==> src/rtl/c2c_pkg.sv <==
// c2c_pkg: shared definitions for the chip-to-chip receive deframer.
//   - framing byte constants (start-of-frame default, training, idle)
//   - parser state enum
//   - FIFO entry layout {err, last, data[7:0]}
package c2c_pkg;

  localparam logic [7:0] SOF_BYTE_DEF = 8'hA5;
  localparam logic [7:0] TRAIN_BYTE   = 8'h0A;
  localparam logic [7:0] IDLE_BYTE    = 8'hFF;

  typedef enum logic [2:0] {
    WAIT_ALIGN,
    HUNT,
    LEN,
    PAYLOAD,
    CHK
  } rx_state_e;

  typedef struct packed {
    logic       err;
    logic       last;
    logic [7:0] data;
  } fifo_entry_t;

  localparam int ENTRY_W = $bits(fifo_entry_t);

endpackage

==> src/rtl/c2c_fifo_fwft.sv <==
// c2c_fifo_fwft: first-word-fall-through FIFO with fill-level output.
//   clk, rst     : clock, asynchronous active-high reset (empties the FIFO)
//   wr_en_i      : push wr_data_i (ignored when full)
//   wr_data_i    : entry to push
//   rd_en_i      : pop the head (ignored when empty)
//   rd_data_o    : head entry, valid whenever valid_o is high
//   valid_o      : FIFO non-empty
//   count_o      : current number of stored entries (0..DEPTH)
// DEPTH must be a power of two so the pointers wrap naturally.
module c2c_fifo_fwft #(
  parameter int WIDTH = 10,
  parameter int DEPTH = 16
) (
  input  logic                     clk,
  input  logic                     rst,
  input  logic                     wr_en_i,
  input  logic [WIDTH-1:0]         wr_data_i,
  input  logic                     rd_en_i,
  output logic [WIDTH-1:0]         rd_data_o,
  output logic                     valid_o,
  output logic [$clog2(DEPTH):0]   count_o
);

  localparam int AW = $clog2(DEPTH);
  localparam int CW = AW + 1;

  logic [WIDTH-1:0] mem_q [DEPTH];
  logic [AW-1:0]    wr_ptr_q, rd_ptr_q;
  logic [CW-1:0]    count_q;
  logic             push, pop;

  assign pop  = rd_en_i && (count_q != '0);
  assign push = wr_en_i && (count_q != CW'(DEPTH));

  always_ff @(posedge clk or posedge rst) begin
    if (rst) begin
      wr_ptr_q <= '0;
      rd_ptr_q <= '0;
      count_q  <= '0;
    end else begin
      if (push) wr_ptr_q <= wr_ptr_q + 1'b1;
      if (pop)  rd_ptr_q <= rd_ptr_q + 1'b1;
      case ({push, pop})
        2'b10:   count_q <= count_q + 1'b1;
        2'b01:   count_q <= count_q - 1'b1;
        default: count_q <= count_q;
      endcase
    end
  end

  // Storage needs no reset: only entries between the pointers are visible.
  always_ff @(posedge clk) begin
    if (push) mem_q[wr_ptr_q] <= wr_data_i;
  end

  assign rd_data_o = mem_q[rd_ptr_q];
  assign valid_o   = (count_q != '0);
  assign count_o   = count_q;

endmodule

==> src/rtl/c2c_rx_deframer.sv <==
// c2c_rx_deframer: hunts for a start-of-frame byte in the aligned ISERDES
// word stream, parses a length-prefixed frame with an XOR checksum and
// queues payload plus one terminator entry into a FWFT FIFO.
//   clkdiv      : divided link clock (only clock)
//   rst         : asynchronous active-high reset
//   q_in        : aligned 8-bit word, consumed every clkdiv edge
//   align_done  : bit-slip aligner lock; dropping it aborts a frame
//   m_data/m_last/m_err/m_valid/m_ready : FIFO head, valid/ready pop
//   frame_good  : one-cycle pulse, frame accepted
//   frame_bad   : one-cycle pulse, frame rejected (length, checksum,
//                 drop or abort)
//   overflow    : one-cycle pulse per dropped payload byte
//   fifo_count  : FIFO fill level
// Optional: define C2C_RX_STATS_EN to add saturating 16-bit counters
// stat_good / stat_bad / stat_drop of the three pulses.
module c2c_rx_deframer
  import c2c_pkg::*;
#(
  parameter int         FIFO_DEPTH = 16,
  parameter int         MAX_LEN    = 64,
  parameter logic [7:0] SOF_BYTE   = SOF_BYTE_DEF
) (
  input  logic                          clkdiv,
  input  logic                          rst,
  input  logic [7:0]                    q_in,
  input  logic                          align_done,
  output logic [7:0]                    m_data,
  output logic                          m_last,
  output logic                          m_err,
  output logic                          m_valid,
  input  logic                          m_ready,
  output logic                          frame_good,
  output logic                          frame_bad,
  output logic                          overflow,
  output logic [$clog2(FIFO_DEPTH):0]   fifo_count
`ifdef C2C_RX_STATS_EN
  ,
  output logic [15:0]                   stat_good,
  output logic [15:0]                   stat_bad,
  output logic [15:0]                   stat_drop
`endif
);

  localparam int CW = $clog2(FIFO_DEPTH) + 1;

  rx_state_e   state_q, state_d;
  logic [7:0]  remain_q, remain_d;
  logic [7:0]  chk_q, chk_d;
  logic        pushed_q, pushed_d;
  logic        dropped_q, dropped_d;
  logic        good_q, good_d;
  logic        bad_q, bad_d;
  logic        ovf_q, ovf_d;

  logic        wr_en;
  fifo_entry_t wr_entry;
  fifo_entry_t head;
  logic        room;
  logic        chk_bad;

  // One slot stays reserved so the terminator of a frame that already
  // pushed payload always fits, even after later bytes were dropped.
  assign room = (fifo_count < CW'(FIFO_DEPTH - 1));

  always_ff @(posedge clkdiv or posedge rst) begin
    if (rst) begin
      state_q   <= WAIT_ALIGN;
      remain_q  <= '0;
      chk_q     <= '0;
      pushed_q  <= 1'b0;
      dropped_q <= 1'b0;
      good_q    <= 1'b0;
      bad_q     <= 1'b0;
      ovf_q     <= 1'b0;
    end else begin
      state_q   <= state_d;
      remain_q  <= remain_d;
      chk_q     <= chk_d;
      pushed_q  <= pushed_d;
      dropped_q <= dropped_d;
      good_q    <= good_d;
      bad_q     <= bad_d;
      ovf_q     <= ovf_d;
    end
  end

  always_comb begin
    state_d   = state_q;
    remain_d  = remain_q;
    chk_d     = chk_q;
    pushed_d  = pushed_q;
    dropped_d = dropped_q;
    good_d    = 1'b0;
    bad_d     = 1'b0;
    ovf_d     = 1'b0;
    wr_en     = 1'b0;
    wr_entry  = '0;
    chk_bad   = 1'b0;

    unique case (state_q)
      WAIT_ALIGN: begin
        if (align_done) state_d = HUNT;
      end

      // Idle, training and any other non-SOF bytes are simply skipped.
      HUNT: begin
        if (q_in == SOF_BYTE) begin
          pushed_d  = 1'b0;
          dropped_d = 1'b0;
          state_d   = LEN;
        end
      end

      LEN: begin
        if (!align_done) begin
          // Nothing of this frame is in the FIFO yet, so no terminator.
          bad_d   = 1'b1;
          state_d = WAIT_ALIGN;
        end else if (q_in == 8'h00 || int'(q_in) > MAX_LEN) begin
          bad_d   = 1'b1;
          state_d = HUNT;
        end else begin
          remain_d  = q_in;
          chk_d     = q_in;
          pushed_d  = 1'b0;
          dropped_d = 1'b0;
          state_d   = PAYLOAD;
        end
      end

      PAYLOAD: begin
        if (!align_done) begin
          if (pushed_q) begin
            wr_en         = 1'b1;
            wr_entry.err  = 1'b1;
            wr_entry.last = 1'b1;
          end
          bad_d   = 1'b1;
          state_d = WAIT_ALIGN;
        end else begin
          chk_d    = chk_q ^ q_in;
          remain_d = remain_q - 8'd1;
          if (room) begin
            wr_en         = 1'b1;
            wr_entry.data = q_in;
            pushed_d      = 1'b1;
          end else begin
            ovf_d     = 1'b1;
            dropped_d = 1'b1;
          end
          // remain_q counts bytes still due including this one.
          if (remain_q == 8'd1) state_d = CHK;
        end
      end

      CHK: begin
        if (!align_done) begin
          if (pushed_q) begin
            wr_en         = 1'b1;
            wr_entry.err  = 1'b1;
            wr_entry.last = 1'b1;
          end
          bad_d   = 1'b1;
          state_d = WAIT_ALIGN;
        end else begin
          chk_bad = (q_in != chk_q) || dropped_q;
          if (pushed_q) begin
            wr_en         = 1'b1;
            wr_entry.err  = chk_bad;
            wr_entry.last = 1'b1;
            wr_entry.data = q_in;
          end
          good_d  = !chk_bad;
          bad_d   = chk_bad;
          state_d = HUNT;
        end
      end

      default: state_d = WAIT_ALIGN;
    endcase
  end

  c2c_fifo_fwft #(
    .WIDTH (ENTRY_W),
    .DEPTH (FIFO_DEPTH)
  ) u_fifo (
    .clk       (clkdiv),
    .rst       (rst),
    .wr_en_i   (wr_en),
    .wr_data_i (wr_entry),
    .rd_en_i   (m_ready),
    .rd_data_o (head),
    .valid_o   (m_valid),
    .count_o   (fifo_count)
  );

  assign m_data     = head.data;
  assign m_last     = head.last;
  assign m_err      = head.err;
  assign frame_good = good_q;
  assign frame_bad  = bad_q;
  assign overflow   = ovf_q;

`ifdef C2C_RX_STATS_EN
  logic [15:0] stat_good_q, stat_bad_q, stat_drop_q;

  always_ff @(posedge clkdiv or posedge rst) begin
    if (rst) begin
      stat_good_q <= '0;
      stat_bad_q  <= '0;
      stat_drop_q <= '0;
    end else begin
      if (good_q && stat_good_q != 16'hFFFF) stat_good_q <= stat_good_q + 16'd1;
      if (bad_q  && stat_bad_q  != 16'hFFFF) stat_bad_q  <= stat_bad_q  + 16'd1;
      if (ovf_q  && stat_drop_q != 16'hFFFF) stat_drop_q <= stat_drop_q + 16'd1;
    end
  end

  assign stat_good = stat_good_q;
  assign stat_bad  = stat_bad_q;
  assign stat_drop = stat_drop_q;
`endif

endmodule

==> config.mk <==
export PLATFORM = sky130hd
export DESIGN_NAME = c2c_rx_deframer
export DESIGN_NICKNAME = d
export VERILOG_FILES = /design/src/rtl/c2c_pkg.sv /design/src/rtl/c2c_fifo_fwft.sv /design/src/rtl/c2c_rx_deframer.sv
export SDC_FILE = /design/constraint.sdc
export NUM_CORES = 1
export LEC_CHECK = 0
export ABC_AREA = 1
export CORE_ASPECT_RATIO = 1.2
export CORE_MARGIN = 1
export CORE_UTILIZATION = 40
export CTS_BUF_LIST = sky130_fd_sc_hd__clkbuf_8
export DETAILED_ROUTE_END_ITERATION = 8
export HOLD_SLACK_MARGIN = 0.12
export PLACE_DENSITY = 0.7
export SKIP_CTS_REPAIR_TIMING = 1
export SKIP_LAST_GASP = 1
export SLEW_MARGIN = 30
export SYNTH_ARGS = -nofsm -noshare
export SYNTH_HDL_FRONTEND = slang
export SYNTH_SLANG_ARGS = --single-unit
==> constraint.sdc <==
create_clock -name clkdiv -period 2.76 [get_ports clkdiv]
set_input_delay 0.552 -clock clkdiv [delete_from_list [all_inputs] [get_ports clkdiv]]
set_output_delay 0.552 -clock clkdiv [all_outputs]
set_load 0.01 [all_outputs]
==> results of run 1 <==
stage by stage:
| stage | TNS (ps) | hold slack (ps) |
|---|---|---|
| 2_1_floorplan | 0 | 442 |
| 3_3_place_gp | 0 | 460 |
| 3_5_place_dp | 0 | 460 |
| 4_1_cts | -2760 | 447 |
| 5_1_grt | -632 | 490 |
| 6_report | -167 | 444 |
critical path, stage by stage, from the launching register on:
cell	delay, ps
dfrtp_4	540
buf_12	190
a21oi_1	140
o21ai_0	90
nand3_1	110
nand3_2	120
nand2_1	100
clkdlybuf4s50_1	530
worst paths after layout:
check,from,endpoint,slack [ps],cells past startpoint
worst max register to register,u_fifo.count_o[0],u_fifo.count_o[4],250,11
worst min-delay path,rst,u_fifo.wr_ptr_q[0],440,2
worst max-delay path,u_fifo.rd_ptr_q[0],m_data[1],-90,7
worst min register to register,pushed_q,pushed_q,480,2
min in group clkdiv,pushed_q,pushed_q,480,2
max in group asynchronous,rst,frame_bad,1760,3
area by class of cell:
type / instances / area share, %
Inverter: 120 / 4.32
Sequential cell: 197 / 55.1
Timing Repair Buffer: 80 / 7.23
Tap cell: 274 / 3.29
Clock buffer: 17 / 2.25
Multi-Input combinational cell: 512 / 25.7
Clock inverter: 14 / 2.13
metal layers:
layer,vias to the layer above,global-route usage (%)
met2,162,29.8
met4,0,6.47
met5,-,0
met3,24,2.88
met1,3019,22.0
li1,3072,-
where the power goes:
| group | internal, W | switching [W] | leakage [nW] |
|---|---|---|---|
| Clock | 0.00109 | 0.00103 | 0.222 |
| Sequential | 0.00352 | 0.000245 | 1.93 |
| Combinational | 0.00154 | 0.00240 | 2.09 |
| Total | 0.00615 | 0.00367 | 4.24 |
flip-flops by register name (all words and copies together), names as in the netlist:
signal           flops
u_fifo.count_o       5
state_q              3
frame_good           1
u_fifo.wr_ptr_q      4
frame_bad            1
u_fifo.rd_ptr_q      4
remain_q             8
dropped_q            1
overflow             1
pushed_q             1
chk_q                8
u_fifo.mem_q       160
cells in the final DEF, fill, tap and decap left out, types with 2 or more instances in the layout:
cell type | Yosys | final
nand2_1 | 159 | 158
nand2_2 | 3 | 4
ha_1 | 11 | 11
nor3_1 | 3 | 3
edfxtp_1 | 160 | 160
nor2_1 | 43 | 38
dfrtp_1 | 37 | 34
xnor2_1 | 5 | 5
buf_4 | 0 | 44
dlymetal6s2s_1 | 0 | 8
bufinv_16 | 0 | 5
xor2_1 | 11 | 11
a21oi_1 | 53 | 53
inv_2 | 4 | 4
nand2_4 | 3 | 3
clkbuf_8 | 0 | 17
clkdlybuf4s50_1 | 0 | 22
o21ai_1 | 3 | 3
buf_6 | 4 | 2
dfrtp_2 | 0 | 2
nand4_1 | 3 | 3
inv_6 | 0 | 6
o211ai_1 | 41 | 41
buf_12 | 0 | 4
o21ai_0 | 62 | 62
a31oi_1 | 2 | 2
nor2_2 | 16 | 21
inv_1 | 116 | 116
nand3_1 | 84 | 83
clkinvlp_4 | 0 | 2
logic make-up after synthesis:
family                     after synthesis  share of synthesized area (%)
and+or+nand+nor                        319                           15.5
AOI/OAI and AO/OA                      165                           10.5
adders and majority gates               12                           1.75
xor gates and xnor gates                16                           1.55
DFF                                    197                           63.5
buffers and inverters                  161                           7.17
==> out/qor.txt, run 1 <==
outcome - finished with violations
failing checks - design-rule violations, negative setup slack
EDFF count, synth - 160
Slew Viols, Final - 0
register area - 0.00574 mm²
Synth warnings - 0
worst slack at placement - 6.41 ps
Placed Area - 0.00987 mm²
Hold/Removal Path Class - in -> async
max cap viols - 0
Post-Syn Instances - 870
CP Capture Type - primary output
Avg WL per Cell - 16.0 µm
Avg Cell Area, Syn - 10.4 µm²
dominant cell type by area after synthesis - edfxtp_1
io pins - 31
largest net degree at the start of global routing - 64
Synth async-reset ratio - 18.8%
Skew-Pair Late Insertion Delay - 480 ps
final worst path period share - 103%
Post-Syn Area - 0.00903 mm²
multi-input combinational cell area - 0.00268 mm²
share of cells above drive strength 1 - 12.8%
via count - 6277
Initial Util - 41.2%
post-synthesis net count - 894
fill cell count - 1949
diode count - 0
synth unique cells - 34
grt total ovfl - 0
antenna violations before repair - 0
clock sink total - 197
fin util - 47.5%
CTS HTree Levels - 4
kind of critical path - reg -> out
Root Buffer - clkbuf_8
routed vias/inst - 5.17
slack of the critical path - -93.1 ps
Die W - 139 µm
Pwr Density - 943 mW/mm²
met2 WL post-DR - 10000 µm
worst slew pin tran - 711 ps
num rows - 59
Top Layer Used - met4
drt first pass iters - 7
WL met3 - 824 µm
Leak - 4.24 nW
port bufs - 30
post-layout min period - 2850 ps
CORE AREA - 0.0219 mm²
RSZ-0062 raised after global routing - yes
clk slew on worst S/H paths - 100 ps
Critical Path Start Type - flip-flop
GP Congestion - 0.819
final hold vios - 0
Die H - 167 µm
GRT Resource Usage Total - 17.4%
final std cell area, no fill - 0.0104 mm²
maximum buffer depth of the clock tree - 2
synthesis-stage register bit count - 197
DR DRC count - 2
Finish-stage setup viols - 2
TritonCTS clock tree - yes
WL final - 19400 µm
Worst Path Max Fanout - 44
total die area - 0.0232 mm²
worst clock skew - 21.3 ps
Final #Nets - 952
area added between synthesis and finish - 15.4%
Post-synth top cells - edfxtp_1 (160), nand2_1 (159), inv_1 (116)
sequential-to-total area share from yosys stat - 63.5%
vias in the first global route - 5996
Post-synth top flop - edfxtp_1
antenna viol nets, final - 0
ranking of synthesized cells by area - edfxtp_1 (53%), dfrtp_1 (10%), nand2_1 (6.6%)
VDD IR max - 0.456 mV
Met1 Wirelength - 8230 µm
Worst EP required - 2210 ps
first-pass GRT wire length - 30900 µm
total power - 0.00982 W
Arr. time, crit path - 2300 ps
placed cells - 1178
Slew HR - 52.6%
DPL Wire Length - 12600 µm
fin cells - 1214
most numerous cell in the Yosys netlist - edfxtp_1
TritonCTS Buffers - 17
f_max - 350 MHz
Synth top area share - 53.2%
DRT iter0 DRCs - 474
Note: power is estimated with default switching activity, not from simulation.
==> inputs of run 2 (changes only) <==
Settings changed: ABC_AREA 1 to 0, ABC_CLOCK_PERIOD_IN_PS set to 2760.
==> run 2 against run 1 <==
The run ends with negative setup slack left; count of clock-buffer cells in the layout stayed put; clock power is 17% lower; worst setup slack worse by 150 ps; worst hold slack better by 39 ps; sequential power is 5% higher; flip-flop and latch count stayed put; power is 3.3% lower; utilization is 1.6 points higher; critical path depth is 2 lower; global-route usage is 0.10 points lower; maximum frequency is 4.9% lower; largest cell class unchanged; highest routed layer unchanged.
==> out/qor.txt, run 2 <==
Post-Syn Instances - 512 (-41%)
GR Util met2 - 29.5% (-0.31 points)
io pins - 31 (unchanged)
RSZ-0062 raised after global routing - yes
TritonCTS Buffers - 17 (unchanged)
diode count - 0 (unchanged)
vias in the first global route - 5033 (-16%)
final worst path period share - 109% (+5.3 points)
ranking of synthesized cells by area - edfxtp_1 (57%), mux4_2 (13%), dfrtp_1 (11%)
Worst Path Max Fanout - 5 (-89%)
area added between synthesis and finish - 19.2%
synthesis-stage register bit count - 197 (unchanged)
failing checks - negative setup slack
Hold/Removal Path Class - in -> async
fill cell count - 1717 (-12%)
Sw Share - 33.2% (-4.2 points)
Avg WL per Cell - 20.0 µm (+25%)
CORE AREA - 0.0205 mm² (-6.6%)
Skew-Pair Late Insertion Delay - 470 ps (about the same)
EDFF count, synth - 160 (unchanged)
most numerous cell in the Yosys netlist - edfxtp_1
dominant cell type by area after synthesis - edfxtp_1
num rows - 57 (-3.4%)
worst slack at placement - -338 ps (-345 ps)
Largest regs - u_fifo.mem_q x160, chk_q x8, remain_q x8
drt first pass iters - 5 (-2)
Die W - 135 µm (-3.3%)
outcome - finished with violations
Placed Area - 0.00955 mm² (-3.2%)
CTS HTree Levels - 4 (unchanged)
Post-Syn Area - 0.00844 mm² (-6.5%)
Final #Nets - 628 (-34%)
Avg Cell Area, Syn - 16.5 µm² (+59%)
synth unique cells - 55 (+62%)
Die H - 161 µm (-3.3%)
sequential-to-total area share from yosys stat - 67.9% (+4.4 points)
routed vias/inst - 5.48 (+6.1%)
antenna violations before repair - 0 (unchanged)
Root Buffer - clkbuf_8
met3 track demand over resource - 3.99% (+1.1 points)
Most flops, register - u_fifo.mem_q
Synth warnings - 0 (unchanged)
Critical Path Start Type - flip-flop
kind of critical path - reg -> out
commonest non-fill, non-tap cell in the layout - edfxtp_1
DR DRC count - 0 (-2)
Switch Pwr - 0.00315 W (-14%)
Arr. time, crit path - 2450 ps (+150 ps)
Int Power - 0.00635 W (+3.2%)
TritonCTS clock tree - yes
first-pass GRT wire length - 27600 µm (-11%)
via count - 4837 (-23%)
max cap viols - 0 (unchanged)
Leak - 3.55 nW (-16%)
WL final - 17700 µm (-9.1%)
GR peak layer - met2
clk slew on worst S/H paths - 100 ps (about the same)
GP Congestion - 0.813 (-0.78%)
antenna viol nets, final - 0 (unchanged)
total die area - 0.0217 mm² (-6.5%)
Gate power share - 40.0% (about the same)
commonest cells after routing, fill and taps aside - edfxtp_1 (160), buf_4 (59), mux4_2 (50)
Synth async-reset ratio - 18.8% (unchanged)
Pwr Density - 944 mW/mm² (+0.14%)
grt total ovfl - 0 (unchanged)
DPL Wire Length - 11700 µm (-7.7%)
VDD IR max - 0.499 mV (+9.5%)
worst slew pin tran - 721 ps (+10.1 ps)
Worst EP required - 2210 ps (about the same)
Initial Util - 41.2% (+0.044 points)
Slew Viols, Final - 0 (unchanged)
Slew HR - 51.7% (-0.84 points)
GRT Resource Usage Total - 17.3% (-0.10 points)
clock sink total - 197 (unchanged)
final std cell area, no fill - 0.0101 mm² (-3.4%)
Synth top area share - 56.9% (+3.7 points)
largest net degree at the start of global routing - 38 (-41%)
setup tns final - -1940 ps (-1770 ps)
total power - 0.00950 W (-3.3%)
Finish-stage setup viols - 10 (+8)
share of cells above drive strength 1 - 28.8% (+16 points)
max FFs per register - 160 (unchanged)
post-layout min period - 3000 ps (+147 ps)
Post-synth top flop - edfxtp_1
f_max - 333 MHz (-4.9%)
final hold vios - 0 (unchanged)
CP Capture Type - primary output
maximum buffer depth of the clock tree - 2 (unchanged)
M1 GR Usage - 21.6% (-0.39 points)
post-synthesis net count - 536 (-40%)
worst clock skew - 15.6 ps (-5.71 ps)
power share of the sequential group - 41.5% (+3.2 points)
slack of the critical path - -240 ps (-147 ps)
DRT iter0 DRCs - 331 (-30%)
Post-synth top cells - edfxtp_1 (160), mux4_2 (50), dfrtp_1 (37)
port bufs - 30 (unchanged)
clock share of power - 18.6% (-2.9 points)
## run 2: cell count changes after synthesis, moves of 7 or more
cell      before  now
a21oi_1       53   28
nor2_2        16    0
mux4_2         0   50
o21ai_0       62   20
o211ai_1      41    3
inv_1        116   16
buf_2         10    3
nor3_1         3   12
nand2_1      159   21
and2_1         1   12
nand3_1       84   18
nor2_1        43   18
## run 2: kinds of logic after synthesis
kind of cell             count (synthesis)  synth area share [%]
XOR/XNOR                                17                  1.76
AO/OA/AOI/OAI                           72                  5.22
multiplexers                            53                  13.7
adder cells (fa/ha/maj)                 12                  1.87
flip-flops                             197                  67.9
AND/OR/NAND/NOR                        114                  7.22
buffers and inverters                   47                  2.27
## run 2: critical path, stage by stage (launching register included)
cell     delay [ps]
dfrtp_2         490
buf_12          160
buf_12          120
mux4_2          510
mux4_2          530
buf_6           150
## run 2: final timing paths
kind                       cells after the start                 end                from  slack (ps)
setup / recovery                               5           m_data[3]  u_fifo.rd_ptr_q[0]        -240
hold / removal                                 3   u_fifo.count_o[0]                 rst         480
setup reg to reg                              10   u_fifo.count_o[4]   u_fifo.count_o[0]         220
hold reg to reg                                1  u_fifo.rd_ptr_q[3]  u_fifo.rd_ptr_q[3]         500
max in group asynchronous                      3          state_q[2]                 rst        1880
min in group clkdiv                            1  u_fifo.rd_ptr_q[3]  u_fifo.rd_ptr_q[3]         500
## run 2: area by class of cell
type / count / area [µm²] / share of cell area, %
tap: 265 / 332 / 3.30
clock inverter: 15 / 149 / 1.48
multi-input combinational: 268 / 2540 / 25.3
inverter: 16 / 60.1 / 0.597
clock buffer: 17 / 234 / 2.33
sequential: 197 / 5730 / 57.0
timing repair buffer: 104 / 1010 / 10.0
## run 2: metrics by stage
stage / utilization, % / hold WS (ps) / std cells
6_report: 49.1 / 483 / 882
5_1_grt: 49.1 / 516 / 882
4_1_cts: 48.5 / 499 / 871
3_5_place_dp: 46.6 / 488 / 839
3_3_place_gp: 46.6 / 481 / 839
2_1_floorplan: - / 465 / 512
## run 2: power groups by stage
stage / Clock, W / Combinational (W) / Sequential, W
detailed placement: 0 / 0.00363 / 0.00399
finish: 0.00176 / 0.00380 / 0.00394
CTS: 0.00180 / 0.00365 / 0.00393
global placement: 0 / 0.00352 / 0.00396
global route: 0.00190 / 0.00410 / 0.00398
floorplan: 0 / 0.00231 / 0.00388
## run 2: per-layer routing
| layer | wire length, µm | up-vias |
|---|---|---|
| met5 | 0 | - |
| met4 | 222 | 0 |
| met3 | 860 | 24 |
| met2 | 9480 | 156 |
| met1 | 7110 | 2474 |
| li1 | - | 2183 |
